<file path="src/rtl/mc_control_unit_if.sv">
`default_nettype none
// ============================================================================
//  Module      : mc_control_unit_if
//  Description : Control bundle between the multi-cycle datapath (master) and
//                the main control unit (slave). Opcode and memory-ready flow
//                into the controller; datapath strobes and status flow out.
//  Revision    : 1.0  initial release
// ============================================================================
interface mc_control_unit_if #(
    parameter int OP_W     = 6,
    parameter int ALU_OP_W = 3
);
    logic [OP_W-1:0]     instr_op_i;
    logic                mem_ready_i;
    logic                pc_write_o;
    logic                pc_write_cond_o;
    logic                ir_write_o;
    logic                mem_read_o;
    logic                mem_write_o;
    logic                iord_o;
    logic                mem_to_reg_o;
    logic                reg_dst_o;
    logic                reg_write_o;
    logic                alu_src_a_o;
    logic [1:0]          alu_src_b_o;
    logic [ALU_OP_W-1:0] alu_op_o;
    logic [1:0]          pc_source_o;
    logic                illegal_o;
    logic                mem_timeout_o;
    logic [3:0]          state_o;

    // Datapath side: supplies opcode and memory status, consumes controls.
    modport master (
        output instr_op_i, mem_ready_i,
        input  pc_write_o, pc_write_cond_o, ir_write_o, mem_read_o, mem_write_o,
               iord_o, mem_to_reg_o, reg_dst_o, reg_write_o, alu_src_a_o,
               alu_src_b_o, alu_op_o, pc_source_o, illegal_o, mem_timeout_o,
               state_o
    );

    // Controller side.
    modport slave (
        input  instr_op_i, mem_ready_i,
        output pc_write_o, pc_write_cond_o, ir_write_o, mem_read_o, mem_write_o,
               iord_o, mem_to_reg_o, reg_dst_o, reg_write_o, alu_src_a_o,
               alu_src_b_o, alu_op_o, pc_source_o, illegal_o, mem_timeout_o,
               state_o
    );
endinterface
`default_nettype wire

</file>
<file path="src/rtl/mc_control_unit.sv">
`default_nettype none
// ============================================================================
//  Module      : mc_control_unit
//  Description : Multi-cycle MIPS main control FSM (fetch/decode/execute/
//                memory/write-back) with immediate ALU ops, memory-ready wait
//                with timeout and illegal-opcode reporting.
//                Optional macro MC_JUMP_EN adds the j (opcode 0x02) state.
//                The interface instance must use the same OP_W / ALU_OP_W.
//  Revision    : 1.0  initial release
// ============================================================================
module mc_control_unit #(
    parameter int OP_W     = 6,
    parameter int ALU_OP_W = 3,
    parameter int TIMEOUT  = 15
) (
    input wire logic         clk_i,
    input wire logic         rst_i,
    mc_control_unit_if.slave bus
);
    localparam int CNT_W = (TIMEOUT > 0) ? $clog2(TIMEOUT + 1) : 1;
    localparam bit TO_EN = (TIMEOUT != 0);

    localparam logic [OP_W-1:0] OP_RTYPE = OP_W'(6'h00);
    localparam logic [OP_W-1:0] OP_LW    = OP_W'(6'h23);
    localparam logic [OP_W-1:0] OP_SW    = OP_W'(6'h2B);
    localparam logic [OP_W-1:0] OP_BEQ   = OP_W'(6'h04);
    localparam logic [OP_W-1:0] OP_ADDI  = OP_W'(6'h08);
`ifdef MC_JUMP_EN
    localparam logic [OP_W-1:0] OP_J     = OP_W'(6'h02);
`endif

    localparam logic [ALU_OP_W-1:0] ALU_ADD   = ALU_OP_W'(2'b00);
    localparam logic [ALU_OP_W-1:0] ALU_SUB   = ALU_OP_W'(2'b01);
    localparam logic [ALU_OP_W-1:0] ALU_FUNCT = ALU_OP_W'(2'b10);

    typedef enum logic [3:0] {
        S_RST = 4'd0,  S_IF  = 4'd1,  S_ID  = 4'd2,  S_MA  = 4'd3,
        S_MRD = 4'd4,  S_MWB = 4'd5,  S_MWR = 4'd6,  S_EXR = 4'd7,
        S_WBR = 4'd8,  S_BR  = 4'd9,  S_EXI = 4'd10, S_WBI = 4'd11,
`ifdef MC_JUMP_EN
        S_JMP = 4'd12,
`endif
        S_ILL = 4'd13
    } state_t;

    state_t              state_q, state_d;
    logic [CNT_W-1:0]    wait_cnt_q;
    logic                timeout_hit;
    logic                wait_state;

    logic                pc_write_q, pc_write_cond_q, mem_read_q, mem_write_q;
    logic                iord_q, mem_to_reg_q, reg_dst_q, reg_write_q, alu_src_a_q;
    logic [1:0]          alu_src_b_q, pc_source_q;
    logic [ALU_OP_W-1:0] alu_op_q;
    logic                illegal_q, mem_timeout_q;

    // Next-state logic; a memory-wait timeout overrides any transition.
    always_comb begin
        wait_state  = (state_q == S_IF) || (state_q == S_MRD) || (state_q == S_MWR);
        timeout_hit = TO_EN && wait_state && !bus.mem_ready_i &&
                      (wait_cnt_q == CNT_W'(TIMEOUT));
        state_d     = S_RST;
        case (state_q)
            S_RST: state_d = S_IF;
            S_IF:  state_d = bus.mem_ready_i ? S_ID : S_IF;
            S_ID: begin
                if      (bus.instr_op_i == OP_RTYPE) state_d = S_EXR;
                else if (bus.instr_op_i == OP_LW)    state_d = S_MA;
                else if (bus.instr_op_i == OP_SW)    state_d = S_MA;
                else if (bus.instr_op_i == OP_BEQ)   state_d = S_BR;
                else if (bus.instr_op_i == OP_ADDI)  state_d = S_EXI;
`ifdef MC_JUMP_EN
                else if (bus.instr_op_i == OP_J)     state_d = S_JMP;
`endif
                else                                 state_d = S_ILL;
            end
            // IR is stable, so the opcode can be re-read to pick load vs store.
            S_MA:  state_d = (bus.instr_op_i == OP_LW) ? S_MRD : S_MWR;
            S_MRD: state_d = bus.mem_ready_i ? S_MWB : S_MRD;
            S_MWR: state_d = bus.mem_ready_i ? S_IF : S_MWR;
            S_EXR: state_d = S_WBR;
            S_EXI: state_d = S_WBI;
            S_MWB, S_WBR, S_WBI, S_BR, S_ILL: state_d = S_IF;
`ifdef MC_JUMP_EN
            S_JMP: state_d = S_IF;
`endif
            default: state_d = S_RST;
        endcase
        if (timeout_hit) begin
            state_d = S_IF;
        end
    end

    // State, wait counter and Moore outputs registered from the next state.
    always_ff @(posedge clk_i or negedge rst_i) begin
        if (!rst_i) begin
            state_q         <= S_RST;
            wait_cnt_q      <= '0;
            pc_write_q      <= 1'b0;
            pc_write_cond_q <= 1'b0;
            mem_read_q      <= 1'b0;
            mem_write_q     <= 1'b0;
            iord_q          <= 1'b0;
            mem_to_reg_q    <= 1'b0;
            reg_dst_q       <= 1'b0;
            reg_write_q     <= 1'b0;
            alu_src_a_q     <= 1'b0;
            alu_src_b_q     <= 2'b00;
            alu_op_q        <= '0;
            pc_source_q     <= 2'b00;
            illegal_q       <= 1'b0;
            mem_timeout_q   <= 1'b0;
        end else begin
            state_q       <= state_d;
            mem_timeout_q <= timeout_hit;

            // Counter restarts on every entry to a wait state (including the
            // IF->IF re-entry after a timeout) and counts only stalled cycles.
            if (!TO_EN || timeout_hit || !wait_state || state_d != state_q ||
                bus.mem_ready_i) begin
                wait_cnt_q <= '0;
            end else begin
                wait_cnt_q <= wait_cnt_q + CNT_W'(1);
            end

            pc_write_q      <= 1'b0;
            pc_write_cond_q <= 1'b0;
            mem_read_q      <= 1'b0;
            mem_write_q     <= 1'b0;
            iord_q          <= 1'b0;
            mem_to_reg_q    <= 1'b0;
            reg_dst_q       <= 1'b0;
            reg_write_q     <= 1'b0;
            alu_src_a_q     <= 1'b0;
            alu_src_b_q     <= 2'b00;
            alu_op_q        <= ALU_ADD;
            pc_source_q     <= 2'b00;
            illegal_q       <= 1'b0;
            case (state_d)
                S_IF:  begin mem_read_q <= 1'b1; alu_src_b_q <= 2'b01; end
                S_ID:  alu_src_b_q <= 2'b11;
                S_MA, S_EXI: begin alu_src_a_q <= 1'b1; alu_src_b_q <= 2'b10; end
                S_MRD: begin mem_read_q <= 1'b1; iord_q <= 1'b1; end
                S_MWR: begin mem_write_q <= 1'b1; iord_q <= 1'b1; end
                S_MWB: begin reg_write_q <= 1'b1; mem_to_reg_q <= 1'b1; end
                S_EXR: begin alu_src_a_q <= 1'b1; alu_op_q <= ALU_FUNCT; end
                S_WBR: begin reg_write_q <= 1'b1; reg_dst_q <= 1'b1; end
                S_WBI: reg_write_q <= 1'b1;
                S_BR: begin
                    alu_src_a_q     <= 1'b1;
                    alu_op_q        <= ALU_SUB;
                    pc_write_cond_q <= 1'b1;
                    pc_source_q     <= 2'b01;
                end
`ifdef MC_JUMP_EN
                S_JMP: begin pc_write_q <= 1'b1; pc_source_q <= 2'b10; end
`endif
                S_ILL: illegal_q <= 1'b1;
                default: ;
            endcase
        end
    end

    // Fetch strobes are the only outputs qualified combinationally by ready.
    assign bus.ir_write_o      = (state_q == S_IF) && bus.mem_ready_i;
    assign bus.pc_write_o      = bus.ir_write_o || pc_write_q;
    assign bus.pc_write_cond_o = pc_write_cond_q;
    assign bus.mem_read_o      = mem_read_q;
    assign bus.mem_write_o     = mem_write_q;
    assign bus.iord_o          = iord_q;
    assign bus.mem_to_reg_o    = mem_to_reg_q;
    assign bus.reg_dst_o       = reg_dst_q;
    assign bus.reg_write_o     = reg_write_q;
    assign bus.alu_src_a_o     = alu_src_a_q;
    assign bus.alu_src_b_o     = alu_src_b_q;
    assign bus.alu_op_o        = alu_op_q;
    assign bus.pc_source_o     = pc_source_q;
    assign bus.illegal_o       = illegal_q;
    assign bus.mem_timeout_o   = mem_timeout_q;
    assign bus.state_o         = state_q;
endmodule
`default_nettype wire
</file>
<file path="src/flat_wrapper.sv">
// flat-port wrapper written by rule: the top's interface ports become plain ports
module mc_control_unit_flat 
#(
    parameter int OP_W     = 6,
    parameter int ALU_OP_W = 3,
    parameter int TIMEOUT  = 15
)
  (clk_i, rst_i, bus_instr_op_i, bus_mem_ready_i, bus_pc_write_o, bus_pc_write_cond_o, bus_ir_write_o, bus_mem_read_o, bus_mem_write_o, bus_iord_o, bus_mem_to_reg_o, bus_reg_dst_o, bus_reg_write_o, bus_alu_src_a_o, bus_alu_src_b_o, bus_alu_op_o, bus_pc_source_o, bus_illegal_o, bus_mem_timeout_o, bus_state_o);
  mc_control_unit_if #(.OP_W(OP_W), .ALU_OP_W(ALU_OP_W)) bus_i ();
  input wire logic clk_i;
  input wire logic rst_i;
  input wire logic [$bits(bus_i.instr_op_i)-1:0] bus_instr_op_i;
  input wire logic [$bits(bus_i.mem_ready_i)-1:0] bus_mem_ready_i;
  output wire logic [$bits(bus_i.pc_write_o)-1:0] bus_pc_write_o;
  output wire logic [$bits(bus_i.pc_write_cond_o)-1:0] bus_pc_write_cond_o;
  output wire logic [$bits(bus_i.ir_write_o)-1:0] bus_ir_write_o;
  output wire logic [$bits(bus_i.mem_read_o)-1:0] bus_mem_read_o;
  output wire logic [$bits(bus_i.mem_write_o)-1:0] bus_mem_write_o;
  output wire logic [$bits(bus_i.iord_o)-1:0] bus_iord_o;
  output wire logic [$bits(bus_i.mem_to_reg_o)-1:0] bus_mem_to_reg_o;
  output wire logic [$bits(bus_i.reg_dst_o)-1:0] bus_reg_dst_o;
  output wire logic [$bits(bus_i.reg_write_o)-1:0] bus_reg_write_o;
  output wire logic [$bits(bus_i.alu_src_a_o)-1:0] bus_alu_src_a_o;
  output wire logic [$bits(bus_i.alu_src_b_o)-1:0] bus_alu_src_b_o;
  output wire logic [$bits(bus_i.alu_op_o)-1:0] bus_alu_op_o;
  output wire logic [$bits(bus_i.pc_source_o)-1:0] bus_pc_source_o;
  output wire logic [$bits(bus_i.illegal_o)-1:0] bus_illegal_o;
  output wire logic [$bits(bus_i.mem_timeout_o)-1:0] bus_mem_timeout_o;
  output wire logic [$bits(bus_i.state_o)-1:0] bus_state_o;
  assign bus_i.instr_op_i = bus_instr_op_i;
  assign bus_i.mem_ready_i = bus_mem_ready_i;
  assign bus_pc_write_o = bus_i.pc_write_o;
  assign bus_pc_write_cond_o = bus_i.pc_write_cond_o;
  assign bus_ir_write_o = bus_i.ir_write_o;
  assign bus_mem_read_o = bus_i.mem_read_o;
  assign bus_mem_write_o = bus_i.mem_write_o;
  assign bus_iord_o = bus_i.iord_o;
  assign bus_mem_to_reg_o = bus_i.mem_to_reg_o;
  assign bus_reg_dst_o = bus_i.reg_dst_o;
  assign bus_reg_write_o = bus_i.reg_write_o;
  assign bus_alu_src_a_o = bus_i.alu_src_a_o;
  assign bus_alu_src_b_o = bus_i.alu_src_b_o;
  assign bus_alu_op_o = bus_i.alu_op_o;
  assign bus_pc_source_o = bus_i.pc_source_o;
  assign bus_illegal_o = bus_i.illegal_o;
  assign bus_mem_timeout_o = bus_i.mem_timeout_o;
  assign bus_state_o = bus_i.state_o;
  mc_control_unit #(.OP_W(OP_W), .ALU_OP_W(ALU_OP_W), .TIMEOUT(TIMEOUT)) u_core (.clk_i(clk_i), .rst_i(rst_i), .bus(bus_i));
endmodule
</file>
<file path="config.mk">
export PLATFORM = sky130hd
export DESIGN_NAME = mc_control_unit_flat
export DESIGN_NICKNAME = d
export VERILOG_FILES = /design/src/rtl/mc_control_unit_if.sv /design/src/rtl/mc_control_unit.sv /design/src/flat_wrapper.sv
export SDC_FILE = /design/constraint.sdc
export NUM_CORES = 1
export LEC_CHECK = 0
export BUFFER_PORTS_ARGS = -buffer_cell sky130_fd_sc_hd__buf_2
export CAP_MARGIN = 20
export CORE_ASPECT_RATIO = 1.25
export CORE_MARGIN = 2
export CORE_UTILIZATION = 43
export DETAILED_ROUTE_END_ITERATION = 7
export PLACE_DENSITY_LB_ADDON = 0.05
export SETUP_SLACK_MARGIN = 0.5
export SYNTH_ARGS = -nofsm -noshare
export SYNTH_HDL_FRONTEND = slang
export SYNTH_SLANG_ARGS = --single-unit
</file>
<file path="constraint.sdc">
create_clock -name clk_i -period 3.9 [get_ports clk_i]
set_clock_uncertainty 0.15 [all_clocks]
set_input_delay 0.78 -clock clk_i [delete_from_list [all_inputs] [get_ports clk_i]]
set_output_delay 0.78 -clock clk_i [all_outputs]
set_load 0.005 [all_outputs]
</file>
**After elaboration in Yosys (flattened, before gate mapping)**

Cells that the tools add are included.
Widths: inputs -> output; s select.

- Equality and inequality tests: 30
- Reduce and logical (&&, ||, !) cells: 18
- $add $sub $neg: 1
- Muxes and demuxes: 24

Operators with widths:

| operator | count |
|---|---|
| $eq 4x4->1 const B | 11 |
| $eq 4x3->1 const B | 8 |
| $pmux 4 s8 | 1 |
| $mux 4 | 6 |
| $eq 4x2->1 const B | 4 |
| $eq 6x6->1 const B | 2 |
| $mux 1 | 11 |
| $eq 4x1->1 const B | 2 |
| $eq 6x3->1 const B | 1 |
| $eq 6x4->1 const B | 1 |
| $logic_not 6->1 | 1 |
| $mux 3 | 2 |
| $pmux 2 s3 | 1 |
| $reduce_or 2->1 | 3 |
| $reduce_or 6->1 | 1 |
| $logic_or 1x1->1 | 5 |
| $add 4x1->4 const B | 1 |
| $logic_not 4->1 | 1 |
| $mux 2 | 2 |
| $ne 4x4->1 | 1 |
| $pmux 2 s2 | 1 |
| $reduce_or 4->1 | 1 |
| $logic_and 1x1->1 | 3 |
| $reduce_or 3->1 | 1 |
| $logic_not 1->1 | 2 |

- Register bits after elaboration: 23
- Logic and storage cells: 88
- Output and inout port bits: 23

**Logic depth before layout (Yosys ltp)**

- Depth in word-level cells: 12
- Mapped depth: 8
- Depth with buffers taken out: 8

**Worst setup path after synthesis**

Ideal clock, no wire load.

- Path kind: input port to flip-flop
- Start: input port bus_instr_op_i[1]
- End: register u_core.alu_src_a_q, in the netlist u_core.bus.alu_src_a_o
- Arrival time: 1,937 ps
- Path slack: 1,730 ps
- Setup time: 83 ps
- Cell stages on the path: 6
- Buffers on the path: 0
- Cells stage by stage: and3_1 a2111oi_0 o31a_1 nor2b_2 nand2_1 o21ai_0

RTL lines:

| element | RTL line | RTL |
|---|---|---|
| start, declared | flat_wrapper.sv:12 | `input wire logic [$bits(bus_i.instr_op_i)-1:0] bus_instr_op_i;` |
| $eq 6x6->1 | mc_control_unit.sv:69 | `else if (bus.instr_op_i == OP_SW) state_d = S_MA;` |
| $mux 4 | mc_control_unit.sv:69 |  |
| $mux 4 | mc_control_unit.sv:68 | `else if (bus.instr_op_i == OP_LW) state_d = S_MA;` |
| $mux 4 * | mc_control_unit.sv:67 | `if (bus.instr_op_i == OP_RTYPE) state_d = S_EXR;` |
| $pmux 4 s8 * | mc_control_unit.sv:63 | `case (state_q)` |
| $mux 4 * | mc_control_unit.sv:89 | `if (timeout_hit) begin` |
| net u_core.state_d[3] | mc_control_unit.sv:46 | `state_t state_q, state_d;` |
| $eq 4x2->1, or another cell as far along | mc_control_unit.sv:139 | `case (state_d)` |
| $reduce_or 4->1 (no line) * | - |  |
| $mux 1 * | mc_control_unit.sv:139 |  |
| end signal, assigned | mc_control_unit.sv:142 | `S_MA, S_EXI: begin alu_src_a_q <= 1'b1; alu_src_b_q <= 2'b10; end` |
| end signal, assigned | mc_control_unit.sv:146 | `S_EXR: begin alu_src_a_q <= 1'b1; alu_op_q <= ALU_FUNCT; end` |
| end signal, assigned | mc_control_unit.sv:150 | `alu_src_a_q <= 1'b1;` |
| end, declared | mc_control_unit.sv:52 | `logic iord_q, mem_to_reg_q, reg_dst_q, reg_write_q, alu_src_a_q;` |

The timed path passes the listed nets; every way through them passes the cells marked *.

**Worst setup path after layout**

- Start: input port bus_mem_ready_i
- End: output port bus_ir_write_o

- Word-level cells in the longest chain between the ends: 1

Ends and longest elaborated chain:

| element | RTL line | RTL |
|---|---|---|
| start, declared | flat_wrapper.sv:13 | `input wire logic [$bits(bus_i.mem_ready_i)-1:0] bus_mem_ready_i;` |
| $logic_and 1x1->1 | mc_control_unit.sv:165 | `assign bus.ir_write_o = (state_q == S_IF) && bus.mem_ready_i;` |
| end, declared | flat_wrapper.sv:16 | `output wire logic [$bits(bus_i.ir_write_o)-1:0] bus_ir_write_o;` |

Every way passes these cells.

==> results.sh <==
export IMPL_status="complete, no violations"
export IMPL_leakagePower_uw=0.0006625
export IMPL_maxCapViolCount=0
export IMPL_syn_area_per_cell_um2=10.08
export IMPL_cts_tree="done"
export IMPL_clockRootBuffer="clkbuf_4"
export IMPL_fin_tns_setup_ps=0
export IMPL_ys_types=41
export IMPL_path_buf_inv=3
export IMPL_slowest_delay_ps=230
export IMPL_postSynth_asyncResetShare_pct=100.0
export IMPL_cp_end_kind="output pin"
export IMPL_placed_cell_area_mm2=0.001226
export IMPL_clk_latency_ps=300
export IMPL_clk_pin_slew_ps=120
export IMPL_ys_seq_area_share_pct=48.28
export IMPL_cp_required_ps=2970
export IMPL_areaGrowthSynthToFinish_pct=15.17
export IMPL_clock_sinks=21
export IMPL_initialDrtViolationCount=27
export IMPL_num_vias=884
export IMPL_initial_core_util_pct=44.85
export IMPL_grt_start_max_net_pins=22
export IMPL_syn_area_mm2=0.001089
export IMPL_numCtsBuffers=3
export IMPL_gr_total_overflow=0
export IMPL_period_minus_slack_ps=2433
export IMPL_worst_setup_path_type="in -> out"
export IMPL_place_gp_congestion=0.8720
export IMPL_viasPerCell=5.293
export IMPL_track_usage_pct=17.39
export IMPL_path_max_fanout=7
export IMPL_reg2reg_depth=6
export IMPL_antenna_cells=0
export IMPL_hold_buffers=0
export IMPL_slowest_stage="nor2b_1"
export IMPL_drive_above_1_share_pct=28.36
export IMPL_io_pins=32
export IMPL_drc=0
export IMPL_crit_top_cell="buf_2"
export IMPL_nNetsFinal=145
export IMPL_ff2ff_setup_slack_ps=1610
export IMPL_avgRoutedWirePerCell_um=13.57
export IMPL_antenna_found_initial=0
export IMPL_htree_levels=1
export IMPL_path_cells="buf_2 -> nor2b_1 -> nand3_1 -> inv_1 -> buf_2"
export IMPL_power_total_uw=829.5
export IMPL_place_ws_ps=1305
export IMPL_io_buffers=29
export IMPL_rsz0062_at_grt="false"
export IMPL_dieArea_mm2=0.002952
export IMPL_synth_seq_cells=21
export IMPL_fmax_mhz=411.0
export IMPL_fp_coreArea_mm2=0.002427
export IMPL_crit_family="simple AND/OR/NAND/NOR gates"
export IMPL_clk_path_buf_depth=2
export IMPL_setup_ws_ps=1467
export IMPL_drt_total_wl_um=2267
export IMPL_path_depth=5
export IMPL_post_route_util_pct=51.65
export IMPL_num_rows=20
export IMPL_drt_first_pass_iters=4
export IMPL_slew_viol_final=0
export IMPL_setup_violations=0
export IMPL_period_share_pct=62.39
export IMPL_dieHeight_um=60.26
export IMPL_ys_flop_type="dfrtp_1"
export IMPL_grt_pass1_wl_um=3905
export IMPL_start_kind="input port"
export IMPL_postCtsSetupBuffers=0
export IMPL_ant_nets=0
export IMPL_yosysWarnings=0
export IMPL_grt_pass1_vias=849
export IMPL_dp_hpwl_um=1709
export IMPL_worstMarginPinSlew_ps=516.1
export IMPL_hp_class="in -> async"
export IMPL_power_density_mw_per_mm2=661.6
export IMPL_peakVddDrop_mv=0.3435
export IMPL_die_w_um=49
export IMPL_cp_data_arrival_time_ps=1500
export IMPL_cts_resized=0
export IMPL_synth_edf_count=0
export IMPL_relSlewSlack_pct=65.60
export IMPL_final_design_area_no_fill_mm2=0.001254
export IMPL_finalHoldViolations=0
export IMPL_syn_inst=108
-- metal layers --
metal  up-vias  share of wire, %  track usage (%)  routed length (um)
met1       428                40            21.43                 902
met5         -                 0                0                   0
met2        24                54            30.33                1232
li1        428                 -                -                   -
met3         4               4.5            3.250                 103
met4         0               1.3            6.939                  29
-- path summary, 6_finish.rpt --
path / from / end
hold / removal: rst_i / u_core.bus.reg_dst_o$_DFF_PN0_
max in group asynchronous: rst_i / u_core.bus.alu_src_b_o[1]$_DFF_PN0_
setup / recovery: bus_mem_ready_i / bus_ir_write_o
hold reg to reg: u_core.wait_cnt_q[0]$_DFF_PN0_ / u_core.wait_cnt_q[0]$_DFF_PN0_
min in group clk_i: u_core.wait_cnt_q[0]$_DFF_PN0_ / u_core.wait_cnt_q[0]$_DFF_PN0_
setup reg to reg: u_core.bus.state_o[0]$_DFF_PN0_ / u_core.bus.mem_read_o$_DFF_PN0_
-- logic make-up after synthesis --
| kind of cell | count (synthesis) | share of synthesized area, % |
|---|---|---|
| simple gates | 48 | 27.01 |
| flops | 21 | 48.28 |
| compound gates | 19 | 12.99 |
| xor+xnor | 3 | 2.414 |
| buf+inv | 14 | 6.896 |
| mux | 1 | 0.9196 |
| other cells | 1 | 0.3445 |
| fa+ha+maj | 1 | 1.149 |
-- worst register-to-register path, delay by kind of cell, from the launching register on --
| kind | cells | cell delay, ps |
|---|---|---|
| mux | 1 | 130 |
| buf+inv | 1 | 120 |
| compound gates | 2 | 500 |
| flops | 1 | 640 |
| simple gates | 2 | 650 |
-- stage by stage --
step                hold WS (ps)  instances
finish                     251.2        167
global route               289.8        167
CTS                        274.9        167
detailed placement         308.9        163
global placement           301.7        163
floorplan                  279.1        109
-- power breakdown --
part / switching, uW / leakage (uW) / internal (uW)
Clock: 66.5 / 0.0000177 / 38.2
Sequential: 72.2 / 0.000281 / 278
Combinational: 204 / 0.000364 / 171
-- synth_stat cells (3+ instances only) --
library cell	number	area (um^2)
inv_1	6	22.52
buf_4	5	37.54
and3_1	6	37.54
nor2b_1	5	31.28
nand3_1	4	20.02
dfrtp_1	21	525.5
o21ai_0	4	20.02
nand2_1	5	18.77
nor2_1	11	41.29
buf_2	3	15.01
-- layout make-up --
cell class	instances	area (um^2)
Inverter	6	22.52
Clock inverter	1	5.005
Multi-Input combinational cell	74	491.7
Fill cell	225	1174
Timing Repair Buffer	29	145.1
Sequential cell	21	525.5
Tap cell	33	41.29
Clock buffer	3	22.52
-- placed cells by master, fill, tap and decap left out, types with 3 or more instances in the layout --
| cell | netlist | layout |
|---|---|---|
| nand3_1 | 4 | 4 |
| buf_2 | 3 | 29 |
| nand2_1 | 5 | 5 |
| clkbuf_4 | 0 | 3 |
| dfrtp_1 | 21 | 21 |
| inv_1 | 6 | 6 |
| nor2_1 | 11 | 11 |
| o21ai_0 | 4 | 4 |
| nor2b_1 | 5 | 5 |
| and3_1 | 6 | 6 |
-- state kept, by name, summed over array words and instances, names as in the netlist --
signal	cells
u_core.bus.mem_to_reg_o	1
u_core.bus.mem_write_o	1
u_core.wait_cnt_q	4
u_core.bus.state_o	4
u_core.bus.mem_timeout_o	1
u_core.bus.reg_write_o	1
u_core.bus.mem_read_o	1
u_core.bus.illegal_o	1
u_core.bus.alu_op_o	2
u_core.bus.iord_o	1
u_core.bus.alu_src_a_o	1
u_core.bus.reg_dst_o	1
u_core.bus.alu_src_b_o	2
(Power assumes the default switching activity.)
